$ cat src/rtl/nl_output_buffer_pkg.sv
// ----------------------------------------------------------------------------
// parameters -- shared constants and types for the nonlinear output buffer.
//
// Holds the array/width constants, the output-buffer depth, the derived
// pointer/occupancy widths, the lane/word/address types and the FSM state
// enum used by nl_output_buffer, nl_outbuf_fifo and nl_output_buffer_if.
// NL_OUTBUF_DEPTH must be a power of two and at least 2.
// ----------------------------------------------------------------------------
package parameters;

    localparam int N_DIM_ARRAY              = 4;
    localparam int INPUT_CHANNEL_DATA_WIDTH = 8;
    localparam int INPUT_CHANNEL_ADDR_SIZE  = 8;

    // FIFO depth in N-lane entries.
    localparam int NL_OUTBUF_DEPTH = 8;
    localparam int NL_OUTBUF_PTR_W = $clog2(NL_OUTBUF_DEPTH);
    localparam int NL_OUTBUF_CNT_W = NL_OUTBUF_PTR_W + 1;

    typedef logic signed [INPUT_CHANNEL_DATA_WIDTH-1:0] lane_t;
    typedef lane_t [N_DIM_ARRAY-1:0]                    word_t;
    typedef logic [INPUT_CHANNEL_ADDR_SIZE-1:0]         addr_t;

    typedef enum logic [1:0] {
        IDLE    = 2'd0,
        COLLECT = 2'd1,
        DRAIN   = 2'd2,
        DONE    = 2'd3
    } nl_state_t;

endpackage

$ cat src/rtl/nl_output_buffer_if.sv
// ----------------------------------------------------------------------------
// nl_output_buffer_if -- activation-memory write bus.
//
// Signals:
//   mem_wr_en    write request (buffer -> memory)
//   mem_wr_addr  absolute activation-memory word address
//   mem_wr_data  N lanes of signed data
//   mem_ready    memory accepts the write this cycle (memory -> buffer)
// Modports: master (the output buffer), slave (the activation memory).
// ----------------------------------------------------------------------------
interface nl_output_buffer_if;
    import parameters::*;

    logic  mem_wr_en;
    addr_t mem_wr_addr;
    word_t mem_wr_data;
    logic  mem_ready;

    modport master (
        output mem_wr_en,
        output mem_wr_addr,
        output mem_wr_data,
        input  mem_ready
    );

    modport slave (
        input  mem_wr_en,
        input  mem_wr_addr,
        input  mem_wr_data,
        output mem_ready
    );

endinterface

$ cat src/rtl/nl_outbuf_fifo.sv
// ----------------------------------------------------------------------------
// nl_outbuf_fifo -- synchronous FIFO of {word, producer address} entries.
//
// Ports:
//   clk, reset         clock, asynchronous active-low reset
//   push, data_in,     store one entry (ignored when full)
//   addr_in
//   pop                remove the head entry (ignored when empty)
//   head_data,         current head entry (read combinationally, so a word
//   head_addr          pushed into an empty FIFO is visible the next cycle)
//   full, empty        occupancy status
// Pointers wrap naturally at NL_OUTBUF_DEPTH (power of two).
// ----------------------------------------------------------------------------
module nl_outbuf_fifo
    import parameters::*;
(
    input  logic  clk,
    input  logic  reset,
    input  logic  push,
    input  logic  pop,
    input  word_t data_in,
    input  addr_t addr_in,
    output word_t head_data,
    output addr_t head_addr,
    output logic  full,
    output logic  empty
);

    word_t r_data_mem [NL_OUTBUF_DEPTH];
    addr_t r_addr_mem [NL_OUTBUF_DEPTH];

    logic [NL_OUTBUF_PTR_W-1:0] r_wr_ptr;
    logic [NL_OUTBUF_PTR_W-1:0] r_rd_ptr;
    logic [NL_OUTBUF_CNT_W-1:0] r_count;

    logic w_push;
    logic w_pop;

    assign w_push = push && !full;
    assign w_pop  = pop && !empty;

    // NOTE: the storage array has no reset; only pointers and occupancy do,
    // which already makes every stale entry unreachable and keeps the array
    // mappable onto plain RAM/flops without reset muxes.
    always_ff @(posedge clk) begin
        if (w_push) begin
            r_data_mem[r_wr_ptr] <= data_in;
            r_addr_mem[r_wr_ptr] <= addr_in;
        end
    end

    // NOTE: sequential state uses non-blocking assignments so every register
    // samples the pre-edge values regardless of statement order.
    always_ff @(posedge clk or negedge reset) begin
        if (!reset) begin
            r_wr_ptr <= '0;
            r_rd_ptr <= '0;
            r_count  <= '0;
        end else begin
            if (w_push) r_wr_ptr <= r_wr_ptr + NL_OUTBUF_PTR_W'(1);
            if (w_pop)  r_rd_ptr <= r_rd_ptr + NL_OUTBUF_PTR_W'(1);
            case ({w_push, w_pop})
                2'b10:   r_count <= r_count + NL_OUTBUF_CNT_W'(1);
                2'b01:   r_count <= r_count - NL_OUTBUF_CNT_W'(1);
                default: r_count <= r_count;
            endcase
        end
    end

    assign full      = (r_count == NL_OUTBUF_CNT_W'(NL_OUTBUF_DEPTH));
    assign empty     = (r_count == '0);
    assign head_data = r_data_mem[r_rd_ptr];
    assign head_addr = r_addr_mem[r_rd_ptr];

endmodule

$ cat src/rtl/nl_output_buffer.sv
// ----------------------------------------------------------------------------
// nl_output_buffer -- collects words from the nonlinear/pooling producer and
// drains them in order into activation memory at OUTPUT_BASE_ADDR + offset.
//
// Ports:
//   clk, reset                 clock, asynchronous active-low reset
//   enable_nonlinear_block     starts a pass (only honoured in IDLE)
//   wr_en_output_buffer_nl,    producer write: word and relative address
//   wr_addr_nl, output_word
//   finished_activation        producer has issued its last write
//   OUTPUT_BASE_ADDR           base of the result in activation memory
//   mem_bus (master)           mem_wr_en/addr/data out, mem_ready in
//   buffer_full, buffer_empty  FIFO status
//   overflow                   sticky: a write was dropped on a full FIFO
//   buffer_done                one-cycle pulse when the pass is drained
//
// Build option: define NL_OUTBUF_RELU_EN to clamp negative lanes to zero on
// the drain path (combinational, no extra latency).
// ----------------------------------------------------------------------------
module nl_output_buffer
    import parameters::*;
(
    input  logic  clk,
    input  logic  reset,
    input  logic  enable_nonlinear_block,
    input  logic  wr_en_output_buffer_nl,
    input  addr_t wr_addr_nl,
    input  word_t output_word,
    input  logic  finished_activation,
    input  addr_t OUTPUT_BASE_ADDR,
    nl_output_buffer_if.master mem_bus,
    output logic  buffer_full,
    output logic  buffer_empty,
    output logic  overflow,
    output logic  buffer_done
);

    nl_state_t r_state;
    logic      r_overflow;

    logic  w_active;
    logic  w_push;
    logic  w_drop;
    logic  w_pop;
    logic  w_mem_wr_en;
    logic  w_full;
    logic  w_empty;
    word_t w_head_data;
    addr_t w_head_addr;
    word_t w_drain_data;

    assign w_active = (r_state == COLLECT) || (r_state == DRAIN);

    // Full is judged at cycle start: a pop in the same cycle does not make
    // room for the incoming word, which is dropped instead.
    assign w_push      = wr_en_output_buffer_nl && w_active && !w_full;
    assign w_drop      = wr_en_output_buffer_nl && w_active && w_full;
    assign w_mem_wr_en = w_active && !w_empty;
    assign w_pop       = w_mem_wr_en && mem_bus.mem_ready;

    nl_outbuf_fifo u_fifo (
        .clk       (clk),
        .reset     (reset),
        .push      (w_push),
        .pop       (w_pop),
        .data_in   (output_word),
        .addr_in   (wr_addr_nl),
        .head_data (w_head_data),
        .head_addr (w_head_addr),
        .full      (w_full),
        .empty     (w_empty)
    );

    always_ff @(posedge clk or negedge reset) begin
        if (!reset) begin
            r_state    <= IDLE;
            r_overflow <= 1'b0;
        end else begin
            if (w_drop) r_overflow <= 1'b1;
            case (r_state)
                IDLE: begin
                    if (enable_nonlinear_block) begin
                        r_state    <= COLLECT;
                        r_overflow <= 1'b0;
                    end
                end
                COLLECT: begin
                    if (finished_activation) r_state <= DRAIN;
                end
                DRAIN: begin
                    // A late write landing in an empty FIFO keeps us here.
                    if (w_empty && !w_push) r_state <= DONE;
                end
                DONE:    r_state <= IDLE;
                default: r_state <= IDLE;
            endcase
        end
    end

`ifdef NL_OUTBUF_RELU_EN
    // NOTE: every variable written in always_comb gets a default first so no
    // path can leave it unassigned and infer a latch.
    always_comb begin
        w_drain_data = w_head_data;
        for (int i = 0; i < N_DIM_ARRAY; i++) begin
            if (w_head_data[i][INPUT_CHANNEL_DATA_WIDTH-1]) w_drain_data[i] = '0;
        end
    end
`else
    assign w_drain_data = w_head_data;
`endif

    // Address and data are forced to zero whenever no write is requested, so
    // the bus never exposes stale or uninitialised storage. The sum wraps
    // modulo 2^INPUT_CHANNEL_ADDR_SIZE by construction.
    assign mem_bus.mem_wr_en   = w_mem_wr_en;
    assign mem_bus.mem_wr_addr = w_mem_wr_en ? addr_t'(OUTPUT_BASE_ADDR + w_head_addr) : '0;
    assign mem_bus.mem_wr_data = w_mem_wr_en ? w_drain_data : '0;

    assign buffer_full  = w_full;
    assign buffer_empty = w_empty;
    assign overflow     = r_overflow;
    assign buffer_done  = (r_state == DONE);

endmodule

$ cat src/flat_wrapper.sv
// flat-port wrapper written by rule: the top's interface ports become plain ports
module nl_output_buffer_flat import parameters::*;
  (clk, reset, enable_nonlinear_block, wr_en_output_buffer_nl, wr_addr_nl, output_word, finished_activation, OUTPUT_BASE_ADDR, buffer_full, buffer_empty, overflow, buffer_done, mem_bus_mem_wr_en, mem_bus_mem_wr_addr, mem_bus_mem_wr_data, mem_bus_mem_ready);
  nl_output_buffer_if mem_bus_i ();
  input  logic clk;
  input  logic reset;
  input  logic enable_nonlinear_block;
  input  logic wr_en_output_buffer_nl;
  input  addr_t wr_addr_nl;
  input  word_t output_word;
  input  logic finished_activation;
  input  addr_t OUTPUT_BASE_ADDR;
  output logic buffer_full;
  output logic buffer_empty;
  output logic overflow;
  output logic buffer_done;
  output wire logic [$bits(mem_bus_i.mem_wr_en)-1:0] mem_bus_mem_wr_en;
  output wire logic [$bits(mem_bus_i.mem_wr_addr)-1:0] mem_bus_mem_wr_addr;
  output wire logic [$bits(mem_bus_i.mem_wr_data)-1:0] mem_bus_mem_wr_data;
  input wire logic [$bits(mem_bus_i.mem_ready)-1:0] mem_bus_mem_ready;
  assign mem_bus_mem_wr_en = mem_bus_i.mem_wr_en;
  assign mem_bus_mem_wr_addr = mem_bus_i.mem_wr_addr;
  assign mem_bus_mem_wr_data = mem_bus_i.mem_wr_data;
  assign mem_bus_i.mem_ready = mem_bus_mem_ready;
  nl_output_buffer u_core (.clk(clk), .reset(reset), .enable_nonlinear_block(enable_nonlinear_block), .wr_en_output_buffer_nl(wr_en_output_buffer_nl), .wr_addr_nl(wr_addr_nl), .output_word(output_word), .finished_activation(finished_activation), .OUTPUT_BASE_ADDR(OUTPUT_BASE_ADDR), .mem_bus(mem_bus_i), .buffer_full(buffer_full), .buffer_empty(buffer_empty), .overflow(overflow), .buffer_done(buffer_done));
endmodule
$ cat config.mk
export PLATFORM = sky130hd
export DESIGN_NAME = nl_output_buffer_flat
export DESIGN_NICKNAME = d
export VERILOG_FILES = /design/src/rtl/nl_output_buffer_pkg.sv /design/src/rtl/nl_output_buffer_if.sv /design/src/rtl/nl_outbuf_fifo.sv /design/src/rtl/nl_output_buffer.sv /design/src/flat_wrapper.sv
export SDC_FILE = /design/constraint.sdc
export NUM_CORES = 1
export LEC_CHECK = 0
export BUFFER_PORTS_ARGS = -buffer_cell sky130_fd_sc_hd__buf_2
export CAP_MARGIN = 15
export CELL_PAD_IN_SITES_DETAIL_PLACEMENT = 1
export CELL_PAD_IN_SITES_GLOBAL_PLACEMENT = 1
export CORE_MARGIN = 4
export CORE_UTILIZATION = 35
export CTS_CLUSTER_SIZE = 25
export DETAILED_ROUTE_END_ITERATION = 6
export PLACE_DENSITY = 0.62
export SLEW_MARGIN = 20
export SYNTH_ARGS = -nofsm -noshare
export SYNTH_HDL_FRONTEND = slang
export SYNTH_HIERARCHICAL = 1
export SYNTH_SLANG_ARGS = --single-unit
export TNS_END_PERCENT = 10
$ cat constraint.sdc
create_clock -name clk -period 5.6 [get_ports clk]
set_input_delay 0.56 -clock clk [delete_from_list [all_inputs] [get_ports clk]]
set_output_delay 0.56 -clock clk [all_outputs]
set_load 0.01 [all_outputs]
* Yosys cells after proc, flatten, opt, wreduce, memory -nomap -nowiden
Memory sizes are Yosys's and may differ from the RTL's.
Index checks and enable logic that the tools add are counted.
** Word-level totals
- Memories :: 2
- Memory bits (writable) :: 320
- Logic and storage cells :: 49
- Register bits :: 13
- Input bits :: 54
** Memory list
- u_core.u_fifo.r_data_mem :: words 8, width 32, read ports 1, clocked after memory_dff 0, write ports 1, line nl_outbuf_fifo.sv:29 : word_t r_data_mem [NL_OUTBUF_DEPTH];
- u_core.u_fifo.r_addr_mem :: words 8, width 8, read ports 1, clocked after memory_dff 0, write ports 1, line nl_outbuf_fifo.sv:30 : addr_t r_addr_mem [NL_OUTBUF_DEPTH];
** Operators by class
- Add/subtract/negate cells :: 5
- Equal/unequal tests :: 9
- Reduce and logical (&&, ||, !) cells :: 16
- Mux-type cells :: 12
** Operators by type and width (number)
- 32-bit two-way mux :: 1
- 8-bit adder :: 1
- 1-bit logical AND :: 8
- 8-bit two-way mux :: 1
- 2-bit one-hot mux with 4 select lines :: 1
- 4-bit one-hot mux with 2 select lines :: 1
- 3-bit by 1-bit adder with 3-bit output, second input constant :: 2
- 2-bit equality test, second input constant :: 3
- 2-bit two-way mux :: 3
- 2-bit != test, second input constant :: 3
- 1-bit two-way mux :: 5
- 4-bit by 1-bit adder with 4-bit output, second input constant :: 1
- 2-bit by 1-bit equality test with 1-bit output, second input constant :: 2
- 4-bit equality test, second input constant :: 1
- 4-bit zero test :: 1
- 4-bit by 1-bit subtractor with 4-bit output, second input constant :: 1
- 1-bit zero test :: 3
- 3-bit AND reduction :: 1
- 2-bit zero test :: 1
- 2-bit nonzero test :: 1
- 1-bit logical OR :: 1

* Logic depth before layout (Yosys ltp)
- Depth after elaboration :: 8
- Mapped depth :: 13

* Cells and area by module
Netlist, hierarchy kept.
** Modules (own cells, without submodules)
- nl_outbuf_fifo :: seq. area each 9859.5 µm², area each 12961.2 µm², instances 1, cells each 530
- nl_output_buffer :: seq. area each 75.1 µm², area each 769.5 µm², instances 1, cells each 104

* Least setup slack after synthesis
No wires, ideal clock.
- Path type :: reg2reg
- Start :: register u_core.r_state[0]
- End :: memory u_core/u_fifo/r_addr_mem[1][0] (netlist name), enable pin
- Library setup time :: 0.487 ns
- Arrival :: 3.907 ns
- Path slack :: 1.206 ns
- Cell stages (with the launch flop) :: 7
- Cells stage by stage :: dfrtp_1 > inv_1 > ha_1 > nand2_1 > nor2_1 > nand3_1 > nor3_1
** On the way
- Word-level cells in the longest chain between the ends :: 7
- Elaborated cells on any way between the ends :: 8
** RTL lines
- from (decl) :: line nl_output_buffer.sv:38 : nl_state_t r_state;
- from (signal assigned) :: line nl_output_buffer.sv:76 : r_state <= IDLE;
- from (signal assigned) :: line nl_output_buffer.sv:83 : r_state <= COLLECT;
- from (signal assigned) :: line nl_output_buffer.sv:88 : if (finished_activation) r_state <= DRAIN;
- 2-bit by 1-bit equality test with 1-bit output or 2-bit equality test (tied branches) :: line nl_output_buffer.sv:52 : assign w_active = (r_state == COLLECT) || (r_state == DRAIN);
- 1-bit logical OR * :: line nl_output_buffer.sv:52
- 1-bit logical AND * (2 in a row) :: line nl_output_buffer.sv:56 : assign w_push = wr_en_output_buffer_nl && w_active && !w_full;
- named net u_core.w_push :: line nl_output_buffer.sv:42 : logic w_push;
- 1-bit logical AND * :: line nl_outbuf_fifo.sv:39 : assign w_push = push && !full;
- 1-bit two-way mux * :: line nl_outbuf_fifo.sv:46 : if (w_push) begin
- 1-bit two-way mux (not written as such) * :: line nl_outbuf_fifo.sv:48 : r_addr_mem[r_wr_ptr] <= addr_in;
- to (decl) :: line nl_outbuf_fifo.sv:30
Mark *: on every way through the listed nets, which the timed path passes. The rest lies on a longest branch.

* Worst setup path after layout
- Start :: register u_core.u_fifo.r_rd_ptr[0]
- End :: output port mem_bus_mem_wr_addr[5]
** On the way
- Word-level cells in the longest chain between the ends :: 3
** RTL lines
- from (decl) :: line nl_outbuf_fifo.sv:33 : logic [NL_OUTBUF_PTR_W-1:0] r_rd_ptr;
- from (signal assigned) :: line nl_outbuf_fifo.sv:61 : if (w_pop) r_rd_ptr <= r_rd_ptr + NL_OUTBUF_PTR_W'(1);
- memory 8 x 8 bit
- named net u_core.w_head_addr[1] :: line nl_output_buffer.sv:49 : addr_t w_head_addr;
- 8-bit adder :: line nl_output_buffer.sv:117 : assign mem_bus.mem_wr_addr = w_mem_wr_en ? addr_t'(OUTPUT_BASE_ADDR + w_head_addr) : '0;
- 8-bit two-way mux :: line nl_output_buffer.sv:117
- to (decl) :: line flat_wrapper.sv:18 : output wire logic [$bits(mem_bus_i.mem_wr_addr)-1:0] mem_bus_mem_wr_addr;
The timed path passes the listed nets, and every way through them passes these cells.

==> metrics <==
outcome=finished, final reports clean; Comb power frac=33.5%; worst-skew pair later-pin latency=510 ps; Setup crit end kind=output port; Area contributors post-synth=edfxtp_1 70%, mux4_1 15%, mux2_2 3.5%, dfrtp_1 2.4%, and2_1 1.6%; clock share of power=27.0%; pre-CTS worst setup slack=1513 ps; layout cells sized above 1=27.98%; Max clock buf depth=3; clk sinks=333; port bufs=98; DR DRC count=0; final setup TNS=0 ps; gpl congestion=0.7505; DR vias/cell=slightly above 5; Synth Warn #=6; Hold Fails Final Rpt=0; period utilization=between 70% and 80%; vias in the first global route=7030; overall power=8.432 mW; Min-Delay Path Class=in -> reg; final core occ=41.31%; Rows=72; Yosys reg bits=between 300 and 400; Critical Path RT=5040 ps; Post-synth ARST share=under 10%; CTS tree=yes; final setup violation count=0; Total GRT Usage=around 14%; core box area=38740 sq um; Sequential Power Share=39.5%; DP HPWL=17500 um; dominant synthesized flop cell=edfxtp_1; Initial Utilization=35.45%; Power Density=about 530 nW/um^2; Routed Antenna Nets=0; Fillers=between 3000 and 4000; routed via count=approximately 6600; crit path DAT=3910 ps; Clk pin slew, worst setup/hold paths=60 ps; cts bufs inserted=37; internal power=5.751 mW; Post-synth EDFFs=320; Buf+Inv Stages, Crit Path=1; I/O pin count=99; GRT overflow=0; Sw Ratio=31.79%; post-DR wirelength/cell=23.34 um; Leak=5.544 nW; biggest area consumer among synthesized cells=edfxtp_1; die footprint=42460 sq um; Die Wd=approximately 210 um; largest net degree at the start of global routing=49; syn nets=707; Final Skew=13.58 ps; Nets=829; DRT Pass-1 Iters=5; Net Switching=around 2.7 mW; synthesized area=13730 sq um; Final Slew Violations=0; fin worst setup slack=about 1100 ps; unrepaired setup endpoints after global routing=false; Syn Inst Count=634; H-tree depth=2; Chip Height=206.1 um; antenna violations before repair=7; CP Launch Type=register; Yosys cell types=43; crit path max fanout=between 40 and 50; kind of critical path=reg -> out; MaxCap Viol Count=0; Post-Place Cells=1234; fmax=223.6 MHz; final WL=30340 um; Worst IR Drop VDD=0.3101 mV; headroom to the max-slew limit=25.98%; post-synth top area share=69.98%; Avg Cell Area, Syn=21.66 sq um; Worst path max stage delay=910 ps; Layout area overhead=16.54%; CP cell instances=mux4_1 > mux2_2 > ha_1 > a211oi_1 > nor2_1 > or3b_2 > nand3_1 > buf_2; Crit path max-delay family=multiplexers; min cycle time layout=4471 ps; 1st-iter DRT viols=approximately 320; post-synthesis sequential area ratio=slightly above 70%; Slowest-stage cell, CP=dfrtp_4; CTS root buffer=clkbuf_16; Finished Layout Cells=1300; first-pass GRT wire length=about 45000 um; Worst-Margin Slew=1104 ps; postcts setup bufs=0
==> per-stage QoR <==
| stage | instance area [sq um] | hold slack [ps] |
|---|---|---|
| global route | 16000 | 248.0 |
| floorplan | 13730 | 264.4 |
| global placement | 14860 | 481.9 |
| CTS | 15990 | 228.8 |
| detailed placement | 14860 | 485.7 |
| finish | 16000 | 246.8 |
==> placed cells by master (no fill, tap or decap), types with 6 or more instances in the layout <==
cell type / synthesis / final
a21oi_1: 8 / 8
buf_2: 1 / 98
xnor2_1: 7 / 7
inv_1: 12 / 11
and2_1: 35 / 35
nand3_1: 7 / 7
dfrtp_1: 13 / 10
edfxtp_1: 320 / 320
clkinv_1: 0 / 8
buf_4: 0 / 11
ha_1: 17 / 17
clkbuf_16: 0 / 37
nor2_4: 0 / 6
mux2_2: 43 / 43
mux4_1: 79 / 79
nand2_1: 8 / 8
==> flip-flops by register name, indices dropped and copies added (netlist names) <==
register                  cells
u_core/overflow               1
u_core/r_state                2
u_core/u_fifo/r_addr_mem     64
u_core/u_fifo/r_count         4
u_core/u_fifo/r_data_mem    256
u_core/u_fifo/r_rd_ptr        3
u_core/u_fifo/r_wr_ptr        3
==> layout make-up <==
cell class                 count  area (sq um)  area share [%]
sequential                   333          9943           62.14
clock buffer                  42         944.7           5.904
antenna                        3         7.507         0.04692
multi-input combinational    261          3631           22.69
clock inverter                20         178.9           1.118
timing repair buffer         111         603.1           3.769
inverter                      12         45.04          0.2815
tap                          518         648.1           4.050
==> synthesized netlist by cell type, types with 2 or more instances <==
cell type / instances
nor3b_1: 3
nor4_1: 2
inv_1: 12
xor2_1: 2
mux2_2: 43
clkbuf_1: 11
buf_6: 9
o21ai_0: 5
edfxtp_1: 320
nand3_1: 7
a31oi_1: 2
ha_1: 17
nor2_1: 11
nand2_1: 8
and2_1: 35
a21o_1: 5
dfrtp_1: 13
a21oi_1: 8
a211oi_1: 2
xnor2_1: 7
nand2b_1: 3
mux4_1: 79
buf_1: 6
nor3_1: 4
fa_1: 2
==> power groups by stage <==
| stage | clock network (mW) | logic, mW | registers (mW) |
|---|---|---|---|
| 2_1_floorplan | 0 | 2.06 | 3.21 |
| 3_3_place_gp | 0 | 2.87 | 3.37 |
| 3_5_place_dp | 0 | 2.88 | 3.39 |
| 4_1_cts | 2.35 | 2.90 | 3.34 |
| 5_1_grt | 2.46 | 3.09 | 3.37 |
| 6_report | 2.27 | 2.82 | 3.33 |
==> worst paths after layout <==
path | start | to | slack (ps) | depth (start not counted)
hold reg to reg | u_core/u_fifo/r_wr_ptr[0]$_DFFE_PN0P_ | u_core/u_fifo/r_wr_ptr[0]$_DFFE_PN0P_ | 520 | 1
max in group asynchronous | reset | u_core/u_fifo/r_rd_ptr[0]$_DFFE_PN0P_ | 4830 | 2
setup / recovery | u_core/u_fifo/r_rd_ptr[0]$_DFFE_PN0P_ | mem_bus_mem_wr_addr[5] | 1130 | 8
hold / removal | enable_nonlinear_block | u_core/overflow$_DFF_PN0_ | 250 | 2
setup reg to reg | u_core/u_fifo/r_count[0]$_DFFE_PN0P_ | u_core/u_fifo/r_count[3]$_DFFE_PN0P_ | 1580 | 11
min in group asynchronous | reset | u_core/u_fifo/r_count[0]$_DFFE_PN0P_ | 490 | 2
==> logic make-up after synthesis <==
family / synth area share [%]
AO/OA/AOI/OAI: 1.458
XOR/XNOR: 0.5741
adder cells (fa/ha/maj): 1.841
buffers and inverters: 1.604
flip-flops: 72.35
multiplexers: 18.88
AND/OR/NAND/NOR: 3.290
==> worst reg2reg max path, stage by stage (launching register included) <==
cell	delay (ps)
dfrtp_1	450
nor4_1	450
nand2b_1	330
inv_2	390
and2_1	320
o41ai_1	140
inv_1	190
ha_1	340
ha_1	380
or4b_2	670
o311ai_0	120
o211ai_1	120
==> routing by layer <==
| layer | share of wire, % | up-vias | track usage, % |
|---|---|---|---|
| li1 | - | 2924 | - |
| met1 | 45 | 3418 | 19.52 |
| met2 | 48 | 154 | 23.39 |
| met3 | 5.1 | 46 | 3.044 |
| met4 | 1.5 | 10 | 3.161 |
| met5 | 0.17 | - | 0 |
==> timing repair <==
| item | CTS | global route |
|---|---|---|
| gates resized for setup | 0 | 0 |
| hold endpoints to repair | 13 | 0 |
| hold buffers | 1 | 0 |
No activity file was read; power rests on OpenSTA's default activity.
